### src/rtl/arbitro_botoes_pkg.sv
// arbitro_botoes_pkg: shared state encoding, default button count and index width helper.
package arbitro_botoes_pkg;
    typedef enum logic [1:0] {OCIOSO, OFERTA, ESPERA} estado_t;
    localparam int N_BOTOES_PADRAO = 8;
    function automatic int largura_indice(input int n);
        return (n < 2) ? 1 : $clog2(n);
    endfunction
endpackage

### src/rtl/seletor_round_robin.sv
// seletor_round_robin: first set bit of mascara at or after ponteiro, wrapping around.
module seletor_round_robin
    import arbitro_botoes_pkg::*;
#(
    parameter int N = N_BOTOES_PADRAO
) (
    input  logic [N-1:0]                   mascara,
    input  logic [largura_indice(N)-1:0]   ponteiro,
    output logic                           achou,
    output logic [largura_indice(N)-1:0]   indice
);
    localparam int W = largura_indice(N);
    logic [W:0]   soma;
    logic [W-1:0] j;
    // Scan from the farthest offset down so the nearest hit is written last.
    always_comb begin
        achou = 1'b0;
        indice = '0;
        soma = '0;
        j = '0;
        for (int i = N - 1; i >= 0; i--) begin
            soma = {1'b0, ponteiro} + (W + 1)'(i);
            j = (soma >= (W + 1)'(N)) ? W'(soma - (W + 1)'(N)) : soma[W-1:0];
            if (mascara[j]) begin
                achou = 1'b1;
                indice = j;
            end
        end
    end
endmodule

### src/rtl/arbitro_botoes.sv
// arbitro_botoes: latches button edges as pending and serializes them round-robin
// into a paced valid/ready command stream.
module arbitro_botoes
    import arbitro_botoes_pkg::*;
#(
    parameter int N_BOTOES = N_BOTOES_PADRAO,
    parameter int HOLDOFF  = 4
) (
    input  logic                                clock,
    input  logic                                reset,
    input  logic [N_BOTOES-1:0]                 edge_detected,
    input  logic                                habilita,
    input  logic                                limpa,
    output logic                                cmd_valid,
    input  logic                                cmd_ready,
    output logic [largura_indice(N_BOTOES)-1:0] cmd_botao,
    output logic [N_BOTOES-1:0]                 pendentes,
    output logic                                overrun
);
    localparam int W  = largura_indice(N_BOTOES);
    localparam int CW = largura_indice(HOLDOFF + 1);
    estado_t             estado;
    logic [W-1:0]        ponteiro, sel_indice;
    logic [CW-1:0]       contador;
    logic                sel_achou, aceite;
    logic [N_BOTOES-1:0] limpar, novos;
    assign aceite = cmd_valid & cmd_ready;
    assign limpar = aceite ? N_BOTOES'(1) << cmd_botao : '0;
    assign novos  = edge_detected & {N_BOTOES{habilita}};
    seletor_round_robin #(.N(N_BOTOES)) u_seletor (
        .mascara  (pendentes),
        .ponteiro (ponteiro),
        .achou    (sel_achou),
        .indice   (sel_indice)
    );
    // A new edge on the button being accepted re-sets its bit: that is a second press.
    always_ff @(posedge clock) begin
        if (reset) begin
            estado    <= OCIOSO;
            cmd_valid <= 1'b0;
            cmd_botao <= '0;
            pendentes <= '0;
            overrun   <= 1'b0;
            ponteiro  <= '0;
            contador  <= '0;
        end else if (limpa) begin
            estado    <= OCIOSO;
            cmd_valid <= 1'b0;
            pendentes <= '0;
            overrun   <= 1'b0;
            contador  <= '0;
        end else begin
            pendentes <= (pendentes & ~limpar) | novos;
            overrun   <= |(novos & pendentes & ~limpar);
            case (estado)
                OCIOSO: if (sel_achou) begin
                    cmd_botao <= sel_indice;
                    cmd_valid <= 1'b1;
                    estado    <= OFERTA;
                end
                OFERTA: if (cmd_ready) begin
                    cmd_valid <= 1'b0;
                    ponteiro  <= (cmd_botao == W'(N_BOTOES - 1)) ? '0 : cmd_botao + 1'b1;
                    contador  <= '0;
                    estado    <= (HOLDOFF == 0) ? OCIOSO : ESPERA;
                end
                ESPERA: if (contador == CW'(HOLDOFF - 1)) estado <= OCIOSO;
                        else contador <= contador + 1'b1;
                default: estado <= OCIOSO;
            endcase
        end
    end
endmodule
### config.mk
export PLATFORM = sky130hd
export DESIGN_NAME = arbitro_botoes
export DESIGN_NICKNAME = d
export VERILOG_FILES = /design/src/rtl/arbitro_botoes_pkg.sv /design/src/rtl/seletor_round_robin.sv /design/src/rtl/arbitro_botoes.sv
export SDC_FILE = /design/constraint.sdc
export NUM_CORES = 1
export LEC_CHECK = 0
export CAP_MARGIN = 25
export CORE_UTILIZATION = 35
export DETAILED_ROUTE_END_ITERATION = 16
export SYNTH_ARGS = -nofsm -noshare
export SYNTH_HDL_FRONTEND = slang
export SYNTH_HIERARCHICAL = 1
export SYNTH_SLANG_ARGS = --single-unit
export TNS_END_PERCENT = 20
### constraint.sdc
create_clock -name clock -period 3.1 [get_ports clock]
set_input_delay 0.93 -clock clock [delete_from_list [all_inputs] [get_ports clock]]
set_output_delay 0.93 -clock clock [all_outputs]
set_load 0.01 [all_outputs]
---- Yosys cells after proc, flatten, opt, wreduce, memory -nomap -nowiden ----
Index checks and enable logic that the tools add are counted.
operators by class
  muxes and demuxes ....................... 52
  bitwise gates (word level) .............. 8
  reductions and logical operators ........ 10
  equal/unequal tests ..................... 8
  shift operators ......................... 1
  $add $sub $neg .......................... 17
  magnitude comparators ................... 16
operators by type and width
  operator             count
  $mux 3               19
  $and 8x8->8          4
  $lt 3x4->1 const B   8
  $ge 4x4->1 const B   7
  $bmux 1 s3           8
  $sub 3x1->3 const B  8
  $mux 1               18
  $add 3x3->4 const B  4
  $reduce_and 3->1     5
  $add 3x2->4 const B  2
  $mux 8               1
  $ne 2x2->1 const B   4
  $not 8->8            1
  $or 8x8->8           1
  $reduce_or 8->1      1
  $shl 1x3->8 const A  1
  $add 3x1->3 const B  2
  $mux 2               3
  $pmux 2 s3           1
  $pmux 3 s2           1
  $add 3x1->4 const B  1
  $ge 3x4->1 const B   1
  $reduce_bool 2->1    2
  $eq 3x2->1 const B   1
  other kinds (8)      8
storage, ports and cells
  word-level logic and storage cells ...... 119
  output and inout port bits .............. 13
  register bits ........................... 21

---- Depth between registers and ports, before layout ----
Gate-level depths: netlist (run 1).
  word-level depth ........................ 15
  gate-level depth with buffers ........... 13
  depth with buffers taken out ............ 10

---- By module ----
Netlist (run 1), hierarchy kept.
modules (own cells, without submodules)
  module               instances  area each (sq um)  cells an instance
  arbitro_botoes       1          993.5              113
  seletor_round_robin  1          782.0              90

---- Worst setup path after synthesis (run 1) ----
OpenSTA, ideal clock, no wires.
  path kind ............................... register to register
  start ................................... register ponteiro[1]
  end ..................................... register cmd_botao[0]
  setup time .............................. 0.124 ns
  path slack .............................. 0.210 ns
  arrival time ............................ 2.766 ns
  stages on the path, launching flop included .. 14
  path buffers ............................ 3
  cell sequence ........................... dfxtp_1 > buf_4 > buf_4 > inv_1 > ha_1 > clkbuf_1 > mux4_2 > mux2_4 > o21ai_2 > a31oi_1 > o21bai_1 > mux2_1 > mux2i_1 > nor2_1
on the way
  elaborated cells on any way between the ends .. 64
  classes of those cells .................. add/sub: 15; order compare: 8; mux: 40; reduce/logical: 1
RTL lines
  what                                              line                       RTL
  start: declaration                                arbitro_botoes.sv:23       logic [W-1:0] ponteiro, sel_indice;
  start signal: assignment                          arbitro_botoes.sv:63       ponteiro <= (cmd_botao == W'(N_BOTOES - 1)) ? '0 : cmd_botao + 1'b1;
  $add 3x3->4                                       seletor_round_robin.sv:22  soma = {1'b0, ponteiro} + (W + 1)'(i);
  $ge 4x4->1 / $sub 3x1->3 (equally long branches)  seletor_round_robin.sv:23  j = (soma >= (W + 1)'(N)) ? W'(soma - (W + 1)'(N)) : soma[W-1:0];
  $mux 3                                            seletor_round_robin.sv:23
  $bmux 1 s3                                        seletor_round_robin.sv:24  if (mascara[j]) begin
  $mux 1 (implied by the code)                      seletor_round_robin.sv:24
  $mux 3 (7 in a row)                               seletor_round_robin.sv:24
  $mux 3 (*)                                        seletor_round_robin.sv:24
  via sel_indice[0]                                 arbitro_botoes.sv:23
  end signal: assignment                            arbitro_botoes.sv:57       cmd_botao <= sel_indice;
  end: declaration                                  arbitro_botoes.sv:16       output logic [largura_indice(N_BOTOES)-1:0] cmd_botao,
Mark *: on every way through the listed nets, which the timed path passes. The rest lies on a longest branch. The select of a mux whose other input is x is not followed.
A chain may end at the register's enable or synchronous reset.

---- Worst setup path after layout (run 1) ----
Ends and elaborated chain as after synthesis.

==> metrics.md, run 1 <==
| Metric | Value |
|---|---|
| DRT iter0 DRCs | 87 |
| Leakage power | 0.770 nW |
| Post-synth top area share | 0.237 |
| Vias in the first global route | 1535 |
| Post-Route WL | 4.53 mm |
| DIE HEIGHT | 73.2 um |
| Placed cell count | 286 |
| Outcome | finished clean |
| Fill count | 520 |
| Clk_lat worst skew | 260 ps |
| Max rail drop VDD | 0.214 mV |
| Period utilisation layout | 0.867 |
| Mapped Nets | 226 |
| Final Cell Area | 2110 um^2 |
| Antenna Nets Post-Route | 0 |
| Vias after detailed routing | 1619 |
| Die X | 73.2 um |
| Path depth of the worst reg2reg path | 10 |
| Area delta synth->final | 18.9% |
| Site row count | 25 |
| Sequential share of the synthesized area | 0.237 |
| # IOs | 26 |
| RR Startpoint | ponteiro[1]$_SDFFE_PP0P_ |
| Kind of critical path | reg -> reg |
| Dominant cells by area after synthesis | dfxtp_1 24%, mux4_1 7.4%, ha_1 7.0% |
| CTS max path bufs | 2 |
| Number of synthesized flops with an enable pin | 0 |
| Most common library cells after synthesis | 28 x nor2_1, 21 x dfxtp_1, 11 x a21oi_1, 11 x inv_1, 11 x nand2_1 |
| Crit path buffers/inverters | 1 |
| Port Buffers | 25 |
| Crit path max-delay cell type | ha_1 |
| Yosys reg bits | 21 |
| Hold Crit Class | reg -> reg |
| Most frequent cell after synthesis | nor2_1 |
| Initial Util | 0.369 |
| Ant diodes | 0 |
| CP cell instances | inv_1 -> ha_1 -> mux4_1 -> mux2_4 -> o21ai_2 -> a31oi_1 -> o21bai_1 -> mux2_1 -> mux2i_1 -> nor2_1 |
| Max_cap viols | 0 |
| Top_reg_cell synth | dfxtp_1 |
| Fmax | 372 MHz |
| Top Family by Delay on Critical Path | multiplexers |
| Clock Sinks | 21 |
| Layout Utilization | 0.438 |
| CTS tree | done |
| Cell area after synthesis | 1780 um^2 |
| Syn Inst Count | 203 |
| Placement Cell Area | 2060 um^2 |
| CP startpoint | ponteiro[1]$_SDFFE_PP0P_ |
| Startpoint Class | flop |
| Detail Placement HPWL | 3.37 mm |
| Ys async rst share | 0 |
| CORE AREA | 4820 um^2 |
| Synth area leader | dfxtp_1 |
| Netlist cell types | 51 |
| Critical path's largest stage delay | 480 ps |
| DR WL/cell | 15.6 um |
| Drc violations | 0 |
| Actual slew at the worst max-slew pin | 559 ps |
| Share of cells above drive strength 1 | 0.0897 |
| Initial antenna violation count | 0 |
| Final setup viols | 0 |
| Worst Path Max Fanout | 9 |
| Total track usage | 0.181 |
| First-pass iteration count of the detailed router | 4 |
| RSZ-0062 raised after global routing | no |
| Post-CTS Resized | 0 |
| Fin. Hold Viols | 0 |
| Count of hold-fix buffers inserted at cts | 0 |
| CTS Buf Count | 3 |
| RR Endpoint | cmd_botao[0]$_SDFFE_PP0P_ |
| Number of cells on the critical path | 10 |
| Via density | 5.58 |
| Slew headroom | 0.624 |
| Post-CTS setup buffers | 0 |
| Final min period | 2690 ps |
| Nets | 247 |
| CTS root buffer | clkbuf_8 |
| Critical Path AT | 2840 ps |
| First-pass GRT wire length | 7.57 mm |
| Pins over their slew limit | 0 |
| Grt ovf | 0 |
| Setup TNS | 0 ps |
| Worst-path clk slew | 80 ps |
| Final setup skew | 2.59 ps |
| Required @ worst endpoint | 3250 ps |
| Die area | 5360 um^2 |
| P per Cell Area | 304 nW/um^2 |
| Largest net degree at the start of global routing | 19 |
| Reg-to-reg setup timing slack | 410 ps |
| Yosys warns | 6 |
| RePlAce Congestion | 0.957 |
| Critical Path Sink | cmd_botao[0]$_SDFFE_PP0P_ |
| Final Non-Filler Cells | 290 |
| H-tree depth | 1 |
| Mean post-synth cell area | 8.75 um^2 |
| Critical Path End Type | flop |
-- sequential cells by signal, summed over array words and instances (netlist names) --
register and cells:
cmd_botao 3, cmd_valid 1, contador 3, estado 2, overrun 1, pendentes 8, ponteiro 3
-- worst reg2reg max path, stage by stage, from the launching register on --
cell,delay (ps)
dfxtp_1,350
inv_1,110
ha_1,480
mux4_1,430
mux2_4,320
o21ai_2,130
a31oi_1,100
o21bai_1,150
mux2_1,330
mux2i_1,130
nor2_1,50
-- stage by stage --
step	power (mW)	worst slack (ps)	hold WS, ps
floorplan	0.405	210	454
global placement	0.462	392	471
detailed placement	0.463	427	487
CTS	0.644	415	507
global route	0.674	148	521
finish	0.641	414	499
-- how the worst min path moves through the flow --
stage	start	endpoint	slack [ps]	cells after the start
6_report	contador[2]$_SDFFE_PP0P_	contador[2]$_SDFFE_PP0P_	500	2
2_1_floorplan	contador[2]$_SDFFE_PP0P_	contador[2]$_SDFFE_PP0P_	450	2
5_1_grt	contador[1]$_SDFFE_PP0P_	contador[1]$_SDFFE_PP0P_	520	2
4_1_cts	contador[2]$_SDFFE_PP0P_	contador[2]$_SDFFE_PP0P_	510	2
3_5_place_dp	contador[2]$_SDFFE_PP0P_	contador[2]$_SDFFE_PP0P_	490	2
3_3_place_gp	contador[2]$_SDFFE_PP0P_	contador[2]$_SDFFE_PP0P_	470	2
-- power breakdown --
| group | internal, mW | leakage (nW) | switching, mW |
|---|---|---|---|
| logic | 0.0814 | 0.574 | 0.0762 |
| clock network | 0.0897 | 0.0255 | 0.0938 |
| registers | 0.280 | 0.171 | 0.0205 |
-- layout make-up --
class                   count  area (um^2)  area share
inverters                  11         41.3      0.0196
well taps                  67         83.8      0.0397
repair buffers             28          273       0.129
flip-flops and latches     21          420       0.199
clock inverters             1         5.00     0.00237
clock buffers               3         41.3      0.0196
multi-input cells         159         1250       0.590
-- placed cells by master, fill, tap and decap left out, types with 2 or more instances in the layout --
| master | instances |
|---|---|
| nand2_1 | 11 |
| o21a_1 | 2 |
| xor2_1 | 2 |
| mux2_2 | 4 |
| nor3_1 | 3 |
| clkdlybuf4s50_1 | 25 |
| nand4b_1 | 3 |
| mux4_1 | 5 |
| nand2b_1 | 4 |
| a22oi_1 | 9 |
| a31oi_1 | 3 |
| a2bb2oi_1 | 2 |
| a211oi_1 | 3 |
| buf_4 | 3 |
| o211a_1 | 2 |
| mux4_2 | 5 |
| inv_1 | 11 |
| nor2b_1 | 2 |
| nand4_1 | 6 |
| nor2_1 | 28 |
| a21oi_1 | 11 |
| ha_1 | 10 |
| dfxtp_1 | 21 |
| o21ai_0 | 2 |
| clkbuf_8 | 3 |
| o22ai_1 | 2 |
| and2_1 | 2 |
| mux2i_1 | 8 |
| nand3_1 | 10 |
-- logic make-up (layout without fill, tap and decap cells) --
| logic type | after synthesis | after routing | share of synthesized area |
|---|---|---|---|
| AOI/OAI and AO/OA | 46 | 46 | 0.180 |
| and+or+nand+nor | 76 | 76 | 0.214 |
| xor gates and xnor gates | 3 | 3 | 0.0148 |
| adders and majority gates | 10 | 10 | 0.0705 |
| DFF | 21 | 21 | 0.237 |
| buffers and inverters | 23 | 43 | 0.0613 |
| muxes | 24 | 24 | 0.223 |
-- routing by layer --
metal / vias to the layer above / GRT usage / share of wire
li1: 803 / - / -
met1: 752 / 0.260 / 0.49
met2: 58 / 0.292 / 0.45
met3: 6 / 0.0152 / 0.043
met4: 0 / 0.0479 / 0.017
met5: - / 0 / 0
Note: power is estimated with default switching activity, not from simulation.
==> run 2, diff against run 1 <==
- ABC_CLOCK_PERIOD_IN_PS: default -> 3100
==> results of run 2 <==
No change in the layout: final DEF, timing and power equal those of run 1.
